<file path="src/rtl/minmax_tree_scheduler.sv">
// Round-robin front end for one shared, start-gated min/max comparator tree.
// Tracks a valid/ID token per tree stage and returns each result to its requester.
module minmax_tree_scheduler #(
  parameter  int unsigned NUM_REQ    = 2,
  parameter  int unsigned NUM_INPUTS = 4,
  parameter  int unsigned WIDTH      = 7,
  localparam int unsigned LATENCY    = $clog2(NUM_INPUTS),
  localparam int unsigned ID_W       = (NUM_REQ > 1) ? $clog2(NUM_REQ) : 1
) (
  input  logic                                clock,
  input  logic                                reset,
  input  logic [NUM_REQ-1:0]                  io_req_valid,
  output logic [NUM_REQ-1:0]                  io_req_ready,
  input  logic [NUM_REQ*NUM_INPUTS*WIDTH-1:0] io_req_data,
  output logic                                io_tree_start,
  output logic [NUM_INPUTS*WIDTH-1:0]         io_tree_inputs,
  input  logic [WIDTH-1:0]                    io_tree_result,
  output logic                                io_resp_valid,
  input  logic                                io_resp_ready,
  output logic [ID_W-1:0]                     io_resp_id,
  output logic [WIDTH-1:0]                    io_resp_data,
  output logic                                io_busy
);

  localparam int unsigned VEC_W = NUM_INPUTS * WIDTH;

  logic [LATENCY-1:0] tok_v_q, tok_v_d;
  logic [ID_W-1:0]    tok_id_q [LATENCY];
  logic [ID_W-1:0]    tok_id_d [LATENCY];
  logic [ID_W-1:0]    rr_ptr_q, rr_ptr_d;

  logic            any_req_c;
  logic            stall_c;
  logic            advance_c;
  logic            grant_vld_c;
  logic            grant_found_c;
  logic [ID_W-1:0] grant_id_c;

  // Round-robin scan: first valid requester at offset 0, 1, ... from rr_ptr.
  always_comb begin
    grant_found_c = 1'b0;
    grant_id_c    = '0;
    for (int unsigned i = 0; i < NUM_REQ; i++) begin
      for (int unsigned r = 0; r < NUM_REQ; r++) begin
        if (!grant_found_c && io_req_valid[r] &&
            (((32'(rr_ptr_q) + i) % NUM_REQ) == r)) begin
          grant_found_c = 1'b1;
          grant_id_c    = ID_W'(r);
        end
      end
    end
  end

  // The whole tree freezes while the tail result waits on the consumer.
  always_comb begin
    any_req_c   = |io_req_valid;
    stall_c     = tok_v_q[LATENCY-1] & ~io_resp_ready;
    advance_c   = ~reset & ~stall_c & (any_req_c | (|tok_v_q));
    grant_vld_c = advance_c & any_req_c & grant_found_c;
  end

  // Operand mux and ready decode; zeros are injected as bubbles.
  always_comb begin
    io_req_ready   = '0;
    io_tree_inputs = '0;
    if (grant_vld_c) begin
      for (int unsigned r = 0; r < NUM_REQ; r++) begin
        if (grant_id_c == ID_W'(r)) begin
          io_req_ready[r] = 1'b1;
          io_tree_inputs  = io_req_data[r*VEC_W +: VEC_W];
        end
      end
    end
  end

  assign io_tree_start = advance_c;
  assign io_resp_valid = ~reset & tok_v_q[LATENCY-1];
  assign io_resp_id    = reset ? '0 : tok_id_q[LATENCY-1];
  assign io_resp_data  = io_tree_result;
  assign io_busy       = ~reset & (|tok_v_q);

  // Token shift register mirrors the tree stages; moves only with io_tree_start.
  always_comb begin
    tok_v_d  = tok_v_q;
    tok_id_d = tok_id_q;
    rr_ptr_d = rr_ptr_q;
    if (advance_c) begin
      tok_v_d[0]  = grant_vld_c;
      tok_id_d[0] = grant_id_c;
      for (int unsigned i = 1; i < LATENCY; i++) begin
        tok_v_d[i]  = tok_v_q[i-1];
        tok_id_d[i] = tok_id_q[i-1];
      end
      if (grant_vld_c) begin
        rr_ptr_d = (grant_id_c == ID_W'(NUM_REQ - 1)) ? '0 : grant_id_c + ID_W'(1);
      end
    end
  end

  always_ff @(posedge clock) begin
    if (reset) begin
      tok_v_q  <= '0;
      rr_ptr_q <= '0;
      for (int unsigned i = 0; i < LATENCY; i++) begin
        tok_id_q[i] <= '0;
      end
    end else begin
      tok_v_q  <= tok_v_d;
      rr_ptr_q <= rr_ptr_d;
      for (int unsigned i = 0; i < LATENCY; i++) begin
        tok_id_q[i] <= tok_id_d[i];
      end
    end
  end

endmodule
</file>
<file path="config.mk">
export PLATFORM = sky130hd
export DESIGN_NAME = minmax_tree_scheduler
export DESIGN_NICKNAME = d
export VERILOG_FILES = /design/src/rtl/minmax_tree_scheduler.sv
export SDC_FILE = /design/constraint.sdc
export NUM_CORES = 1
export LEC_CHECK = 0
export ABC_CLOCK_PERIOD_IN_PS = 1400
export BUFFER_PORTS_ARGS = -buffer_cell sky130_fd_sc_hd__buf_2
export CORE_UTILIZATION = 23
export CTS_CLUSTER_DIAMETER = 50
export DETAILED_ROUTE_END_ITERATION = 10
export PLACE_DENSITY = 0.8
export SYNTH_ARGS = -nofsm -noshare
export SYNTH_HDL_FRONTEND = slang
export SYNTH_SLANG_ARGS = --single-unit
</file>
<file path="constraint.sdc">
create_clock -name clock -period 1.4 [get_ports clock]
set_input_delay 0.21 -clock clock [delete_from_list [all_inputs] [get_ports clock]]
set_output_delay 0.21 -clock clock [all_outputs]
set_load 0.05 [all_outputs]
</file>
# Word-level counts from Yosys, hierarchy flattened
# Cells that the tools add are included.
dict set report word_totals {
  register_bits 5
  inputBits 68
  output_inout_bits 41
  word_cells 46
}
dict set report classes {
  addsub 2
  n_mux 14
  bitwise 11
  reduce_logical 15
}
# operator n
set ops {}
lappend ops {{logical NOT 32 bit} 2}
lappend ops {{2-to-1 mux 28 bit} 2}
lappend ops {{2-to-1 mux 1 bit} 11}
lappend ops {{bitwise AND 1 bit} 7}
lappend ops {{logical AND 1 bit} 7}
lappend ops {{OR reduction 2 bit} 2}
lappend ops {{logical NOT 1 bit} 3}
lappend ops {{inverter 1 bit} 3}
lappend ops {{adder 1 bit, second input constant} 2}
lappend ops {{2-to-1 mux 2 bit} 1}
lappend ops {{AND reduction 2 bit} 1}
lappend ops {{OR 1 bit} 1}

# Depth between registers and ports, before layout
# Gate-level depths: netlist (run 1).
dict set report logic_depth {
  ltp_word 17
  ltp_mapped 5
  mapped_depth_nobuf 3
}

# Worst setup path before layout (run 1)
# Ideal clock, no wire load.
dict set report synth_path {
  path_type {register -> register}
  from {register tok_v_q[1]}
  to {register tok_id_q[0] in the netlist's numbering}
  setup_time_ns 0.121
  arrival_time_ns 2.031
  required_ns 1.279
  path_slack_ns -0.752
  path_stages_with_launch 4
  path_buffers 0
  synth_period_minus_slack_ns 2.152
  path_cell_list {dfxtp_1 > nor2b_4 > nor3_1 > mux2_2}
}
dict set report synth_between {
  elab_chain_cells 4
  word_cells_on_any_way 6
  cone_classes {bitwise: 5; reduce/logical: 1}
}
# item line
set synth_rtl {}
lappend synth_rtl {{start, declared} 27} ;# logic [LATENCY-1:0] tok_v_q, tok_v_d;
lappend synth_rtl {{start signal, assigned} 108} ;# tok_v_q <= tok_v_d;
lappend synth_rtl {{bitwise AND 1 bit} 57} ;# stall_c = tok_v_q[LATENCY-1] & ~io_resp_ready;
lappend synth_rtl {{inverter 1 bit} 58} ;# advance_c = ~reset & ~stall_c & (any_req_c | (|tok_v_q));
lappend synth_rtl {{bitwise AND 1 bit} 58}
lappend synth_rtl {{bitwise AND 1 bit (*)} 58}
lappend synth_rtl {{via io_tree_start} 15} ;# output logic io_tree_start,
lappend synth_rtl {{end signal, assigned by index} 111} ;# tok_id_q[i] <= tok_id_d[i];
lappend synth_rtl {{end, declared} 28} ;# logic [ID_W-1:0] tok_id_q [LATENCY];
# The timed path passes the listed nets; every way through them passes the cells marked *.
# A chain may end at the register's enable or synchronous reset.

# Worst setup path after layout (run 1)
dict set report layout_path {
  from {register tok_v_q[1]}
  to {output io_tree_inputs[4]}
}
dict set report layout_between {
  elab_chain_cells 7
  word_cells_on_any_way 9
  cone_classes {mux: 1; bitwise: 7; reduce/logical: 1}
}
# item line
set layout_rtl {}
lappend layout_rtl {{bitwise AND 1 bit} 57}
lappend layout_rtl {{inverter 1 bit} 58}
lappend layout_rtl {{bitwise AND 1 bit} 58}
lappend layout_rtl {{bitwise AND 1 bit (*)} 58}
lappend layout_rtl {{bitwise AND 1 bit (*) (2 in series)} 59} ;# grant_vld_c = advance_c & any_req_c & grant_found_c;
lappend layout_rtl {{2-to-1 mux 28 bit (*)} 66} ;# if (grant_vld_c) begin
lappend layout_rtl {{end, declared} 16} ;# output logic [NUM_INPUTS*WIDTH-1:0] io_tree_inputs,
# Every way passes the cells marked *; elsewhere a longest branch is shown, timed or not.

==> summary.txt, run 1 <==
Placement
  • Routability congestion estimate: a little under 0.8
  • Inst Count DP: roughly 190
  • Hpwl dp: 2.052 mm
  • Port Buffers: 94
  • Post-DP Area: 1316 um2

Cells and area
  • Finished Cell Area: ~1800 um2
  • Non-Filler Instances: around 200
  • Layout cells sized above 1: 0.8837
  • Most frequent cells in the layout: 63 x buf_2, 24 x buf_8, 23 x a22o_4
  • Layout net count: about 240
  • Commonest non-fill, non-tap cell in the layout: buf_2
  • Syn-to-layout area delta: 199.4%
  • ANT cells: 0

Timing
  • Fin crit period: ~1.7 ns
  • Fmax: ~580 MHz
  • Final Cycle Share: 1.238
  • Final Setup Violations: 31
  • Worst-margin pin slew: approximately 0.26 ns
  • Fin worst setup slack: -0.3333 ns
  • Fin. max-slew vios: 0
  • Max-slew headroom: 0.8256
  • Layout Skew: approximately 0.0022 ns
  • RSZ-0062 raised after global routing: yes
  • Fin. Hold Viols: 0

Routing
  • Post-route DRC: 0
  • Routed via count: 1002
  • Post-DRT Antenna Nets: 0
  • Detailed-router iteration count before antenna repair: 4
  • Initial drt markers: 18
  • Detailed Route WL: between 3 and 4 mm
  • Vias per cell: 4.960
  • Post-DR wirelength/cell: ~18 um

Synth
  • Mapped Avg Cell Area: 8.686 um2
  • Number of synthesized register bits: 5
  • Netlist cell types: 18
  • Ys Warns: 0
  • Syn_nets: around 140
  • Synthesized instance count: around 70
  • Mapped Area: around 600 um2
  • Seq/Total Area, Yosys: 0.1670

Floorplanning
  • Chip Width: ~53 um
  • Row count: 18
  • Starting Density: 0.2419
  • Io pins: approximately 110
  • Die area: approximately 2800 um2
  • Die H: ~53 um
  • Core area: roughly 2500 um2

Critical path
  • CP arrival: roughly 1.5 ns
  • Crit path kind: flop to primary output
  • CP Capture Type: primary output
  • Required time of the critical path: approximately 1.2 ns
  • Crit path launch type: flop
  • Max FO, Critical Path: 7

CTS
  • Max H-tree Level: 1
  • CTS sink count: 5
  • Worst-skew pair later-pin latency: around 0.25 ns
  • Clock Tree Buf Depth: 2
  • Root Buffer: clkbuf_4
  • CTS tree: built
  • Worst-path clk slew: approximately 0.040 ns
  • Num CTS Buffers: 3

Global routing
  • Initial antenna violation count: 0
  • Largest net degree at the start of global routing: 30
  • First-pass GRT wire length: about 4.2 mm
  • GR Overflow Total: 0
  • Vias in the first global route: 908
  • Total GRT Usage: 0.2121

Outcome
  • Failing checks: negative setup slack
  • Status: finished, violations left

Pwr
  • Leak pwr: slightly above 0.0009 uW
  • VDD IR-drop max: between 0.3 and 0.4 mV
  • Overall power: about 1200 uW
  • Pwr/cell area: about 660 nW/um2

Hold path
  • Hold WC Path Type: input pin to flop

Job
  • Max Cap Viol: 0
repair_timing:
action,in CTS,in global routing
gates cloned,1,3
setup endpoints to repair,31,31
resized for setup,71,31
setup buffers,3,2
pin swaps,1,4
hold buffers,0,0
cell usage after synthesis:
library cell	instances	area (um2)
o2111a_1	1	11.26
nor4_1	1	6.260
o211ai_1	1	7.510
buf_4	8	60.06
nand2b_1	2	12.51
mux2_2	1	11.26
nor3_1	3	15.01
buf_2	5	25.02
a22o_1	28	245.2
nor2_1	5	18.77
nor2b_4	1	13.76
a311oi_1	1	8.760
inv_1	2	7.510
buf_6	1	11.26
a2111oi_4	1	27.53
dfxtp_1	5	100.1
a21oi_1	1	5.000
nor2b_1	2	12.51
through the flow:
stage / hold WS [ns] / utilization / TNS, ns / setup WS, ns
6_report: 0.3304 / 0.7242 / -9.150 / -0.3333
4_1_cts: 0.3287 / 0.6596 / -11.16 / -0.4213
3_5_place_dp: 0.4206 / 0.5313 / -5.172 / -0.2130
3_3_place_gp: 0.4206 / 0.5313 / -4.978 / -0.2032
5_1_grt: 0.3404 / 0.7242 / -11.02 / -0.4009
2_1_floorplan: 0.3250 / - / -0.5848 / -0.05435
worst paths after layout:
| path | slack (ns) | depth (start not counted) | end | startpoint |
|---|---|---|---|---|
| setup / recovery | -0.33 | 6 | io_tree_inputs[4] | tok_v_q[1]$_SDFFE_PP0P_ |
| hold / removal | 0.33 | 3 | tok_v_q[1]$_SDFFE_PP0P_ | reset |
| setup reg to reg | 0.09 | 5 | tok_id_q[0]$_SDFFE_PP0P_ | tok_v_q[1]$_SDFFE_PP0P_ |
| hold reg to reg | 0.48 | 1 | tok_id_q[0]$_SDFFE_PP0P_ | tok_id_q[1]$_SDFFE_PP0P_ |
registers in the layout, indices dropped and copies added, names as in the netlist:
register,flops
tok_v_q,2
rr_ptr_q,1
tok_id_q,2
cells by family after synthesis:
group                  after synthesis  synth area share
flip-flops                           5            0.1670
AO/OA/AOI/OAI                       33            0.5094
AND/OR/NAND/NOR                     14            0.1315
buffers and inverters               16            0.1733
multiplexers                         1           0.01879
power by group:
group / internal [uW] / total [uW] / switching, uW
sequential: 155 / 165 / 10.1
combinational: 400 / 848 / 449
clock: 108 / 171 / 62.7
total: 663 / 1180 / 521
worst max-delay path, cell delays in order (launching register included):
cell       delay [ns]
dfxtp_2          0.32
nor2b_4          0.13
a2111oi_4        0.20
buf_6            0.19
clkbuf_16        0.16
a22o_4           0.13
buf_8            0.14
routing by layer:
metal,vias up,track usage,share of wire
met2,61,0.4008,0.56
met3,7,0.03448,0.067
met5,-,0,0
met4,0,0.1096,0.021
met1,458,0.2200,0.35
li1,476,-,-
area by class of cell:
class	instances	area, um2
Clock buffer	4	26.28
Fill cell	179	683.2
Inverter	2	7.507
Multi-Input combinational cell	48	630.6
Sequential cell	5	102.6
Tap cell	30	37.54
Timing Repair Buffer	113	989.7
(Power assumes the default switching activity.)
==> inputs of run 2 (changes only) <==
Settings changed: CORE_ASPECT_RATIO from default to 0.9.
==> summary.txt, run 2 (same netlist as run 1, synthesis figures left out) <==
Critical path
  • CP Capture Type: primary output
  • Max FO, Critical Path: 7
  • Required time of the critical path: between 1 and 1.5 ns
  • Crit path launch type: flop
  • CP arrival: about 1.5 ns
  • Crit path from: tok_v_q[1]$_SDFFE_PP0P_
  • Worst R2R Start: tok_v_q[1]$_SDFFE_PP0P_
  • Crit path kind: flop to primary output

Timing
  • Max-slew headroom: 0.8129
  • Fin crit period: 1.740 ns
  • Layout Skew: approximately 0.0016 ns
  • Final Cycle Share: 1.243
  • Worst-margin pin slew: 0.2807 ns
  • Fin worst setup slack: -0.3402 ns
  • RSZ-0062 raised after global routing: yes
  • Final Setup Violations: 31
  • Fmax: between 500 and 600 MHz
  • Fin. max-slew vios: 0
  • Fin. Hold Viols: 0
  • Fin Hold WS: 0.2260 ns

Cells and area
  • Register area: around 100 um2
  • Layout net count: roughly 240
  • Most frequent cells in the layout: 63 x buf_2, 23 x buf_8, 20 x a22o_4
  • Regs by FF count: tok_id_q: 2 flops, tok_v_q: 2 flops, rr_ptr_q: 1 flops
  • Filler instances: about 190
  • Commonest non-fill, non-tap cell in the layout: buf_2
  • Multi-input logic area: 593.1 um2
  • Layout cells sized above 1: 0.8779
  • Syn-to-layout area delta: 180.0%
  • Non-Filler Instances: 200
  • ANT cells: 0

Pwr
  • Clock power frac: 0.148
  • Switching power: slightly below 500 uW
  • Comb pwr share: 0.703
  • Switching share of power: 0.4364
  • Pwr/cell area: between 600 and 700 nW/um2
  • Leak pwr: ~0.00090 uW
  • Internal power: approximately 630 uW
  • Reg power frac: 0.149
  • VDD IR-drop max: around 0.48 mV

Floorplanning
  • Die H: a little over 50 um
  • Row count: 17
  • Core area: ~2500 um2
  • Starting Density: 0.2429
  • Die area: between 2000 and 3000 um2
  • Io pins: around 110
  • Chip Width: ~56 um

CTS
  • Num CTS Buffers: 3
  • CTS sink count: 5
  • Clock Tree Buf Depth: 2
  • Root Buffer: clkbuf_4
  • Worst-skew pair later-pin latency: around 0.24 ns
  • Worst-path clk slew: 0.04 ns
  • Hold_buf cts: 0
  • CTS tree: built
  • Max H-tree Level: 1

Placement
  • Inst Count DP: approximately 190
  • Routability congestion estimate: around 0.81
  • Port Buffers: 94
  • Hpwl dp: 2.041 mm

Routing
  • Post-DR wirelength/cell: roughly 15 um
  • Detailed-router iteration count before antenna repair: 2
  • Vias per cell: about 5
  • Initial drt markers: 16
  • Post-route DRC: 0
  • Routed via count: between 1000 and 1500
  • Detailed Route WL: between 2 and 3 mm
  • Post-DRT Antenna Nets: 0

Outcome
  • Status: finished, violations left
  • Failing checks: negative setup slack

Job
  • Max Cap Viol: 0

Global routing
  • First-pass GRT wire length: between 4 and 5 mm
  • Initial antenna violation count: 0
  • Vias in the first global route: 1007
  • Total GRT Usage: 0.2051
  • GR Overflow Total: 0
  • Largest net degree at the start of global routing: 22

Hold path
  • Hold WC Path Type: input pin to flop
  • Hold Path Origin: io_req_valid[1]
[run 2: power groups by stage]
stage	clock network, uW	registers [uW]	logic [uW]
after floorplan	0	165	493
after global placement	0	166	610
after detailed placement	0	167	618
after CTS	174	165	743
after global routing	181	167	817
final	165	166	785
[run 2: path summary, 6_finish.rpt]
kind / endpoint / slack (ns) / cells after the start
min reg2reg: rr_ptr_q$_SDFFE_PP0P_ / 0.50 / 1
max reg2reg: tok_id_q[0]$_SDFFE_PP0P_ / 0.12 / 4
max: io_tree_inputs[25] / -0.34 / 6
min: rr_ptr_q$_SDFFE_PP0P_ / 0.23 / 2
[run 2: layout make-up]
cell class / count / share of cell area
timing repair buffer: 113 / 0.5444
multi-input combinational: 48 / 0.3535
sequential: 5 / 0.06115
tap: 28 / 0.02088
clock buffer: 4 / 0.01566
inverter: 2 / 0.004474
[run 2: metal layers]
layer / global-route usage / vias to the layer above / share of wire
met5: 0 / - / 0
met4: 0.09583 / 0 / 0.022
met3: 0.06186 / 8 / 0.077
li1: - / 474 / -
met2: 0.3715 / 65 / 0.53
met1: 0.2189 / 456 / 0.37
[run 2: what timing repair did]
| item | 4_1_cts | 5_1_grt |
|---|---|---|
| endpoints found under the setup margin | 31 | 31 |
| buffers inserted | 4 | 1 |
| resized for setup | 73 | 19 |
| pin swaps | 0 | 1 |
| cloned | 2 | 0 |
[run 2: metrics by stage]
stage          power [uW]    util  area [um2]  setup slack (ns)  setup TNS, ns
3_5_place_dp        784.9  0.5274        1301           -0.2395         -6.450
2_1_floorplan       657.2       -       808.3          -0.05435        -0.5848
4_1_cts              1083  0.6466        1595           -0.3521         -9.184
6_report             1116  0.6800        1678           -0.3402         -9.603
5_1_grt              1165  0.6800        1678           -0.4036         -11.49
3_3_place_gp        776.1  0.5274        1301           -0.1971         -5.389
[run 2: critical path, cell delays in order (launching register included)]
cell and delay [ns]:
dfxtp_2 0.33, nor2b_4 0.14, a2111oi_4 0.21, buf_4 0.19, buf_6 0.13, a22o_2 0.14, buf_6 0.15
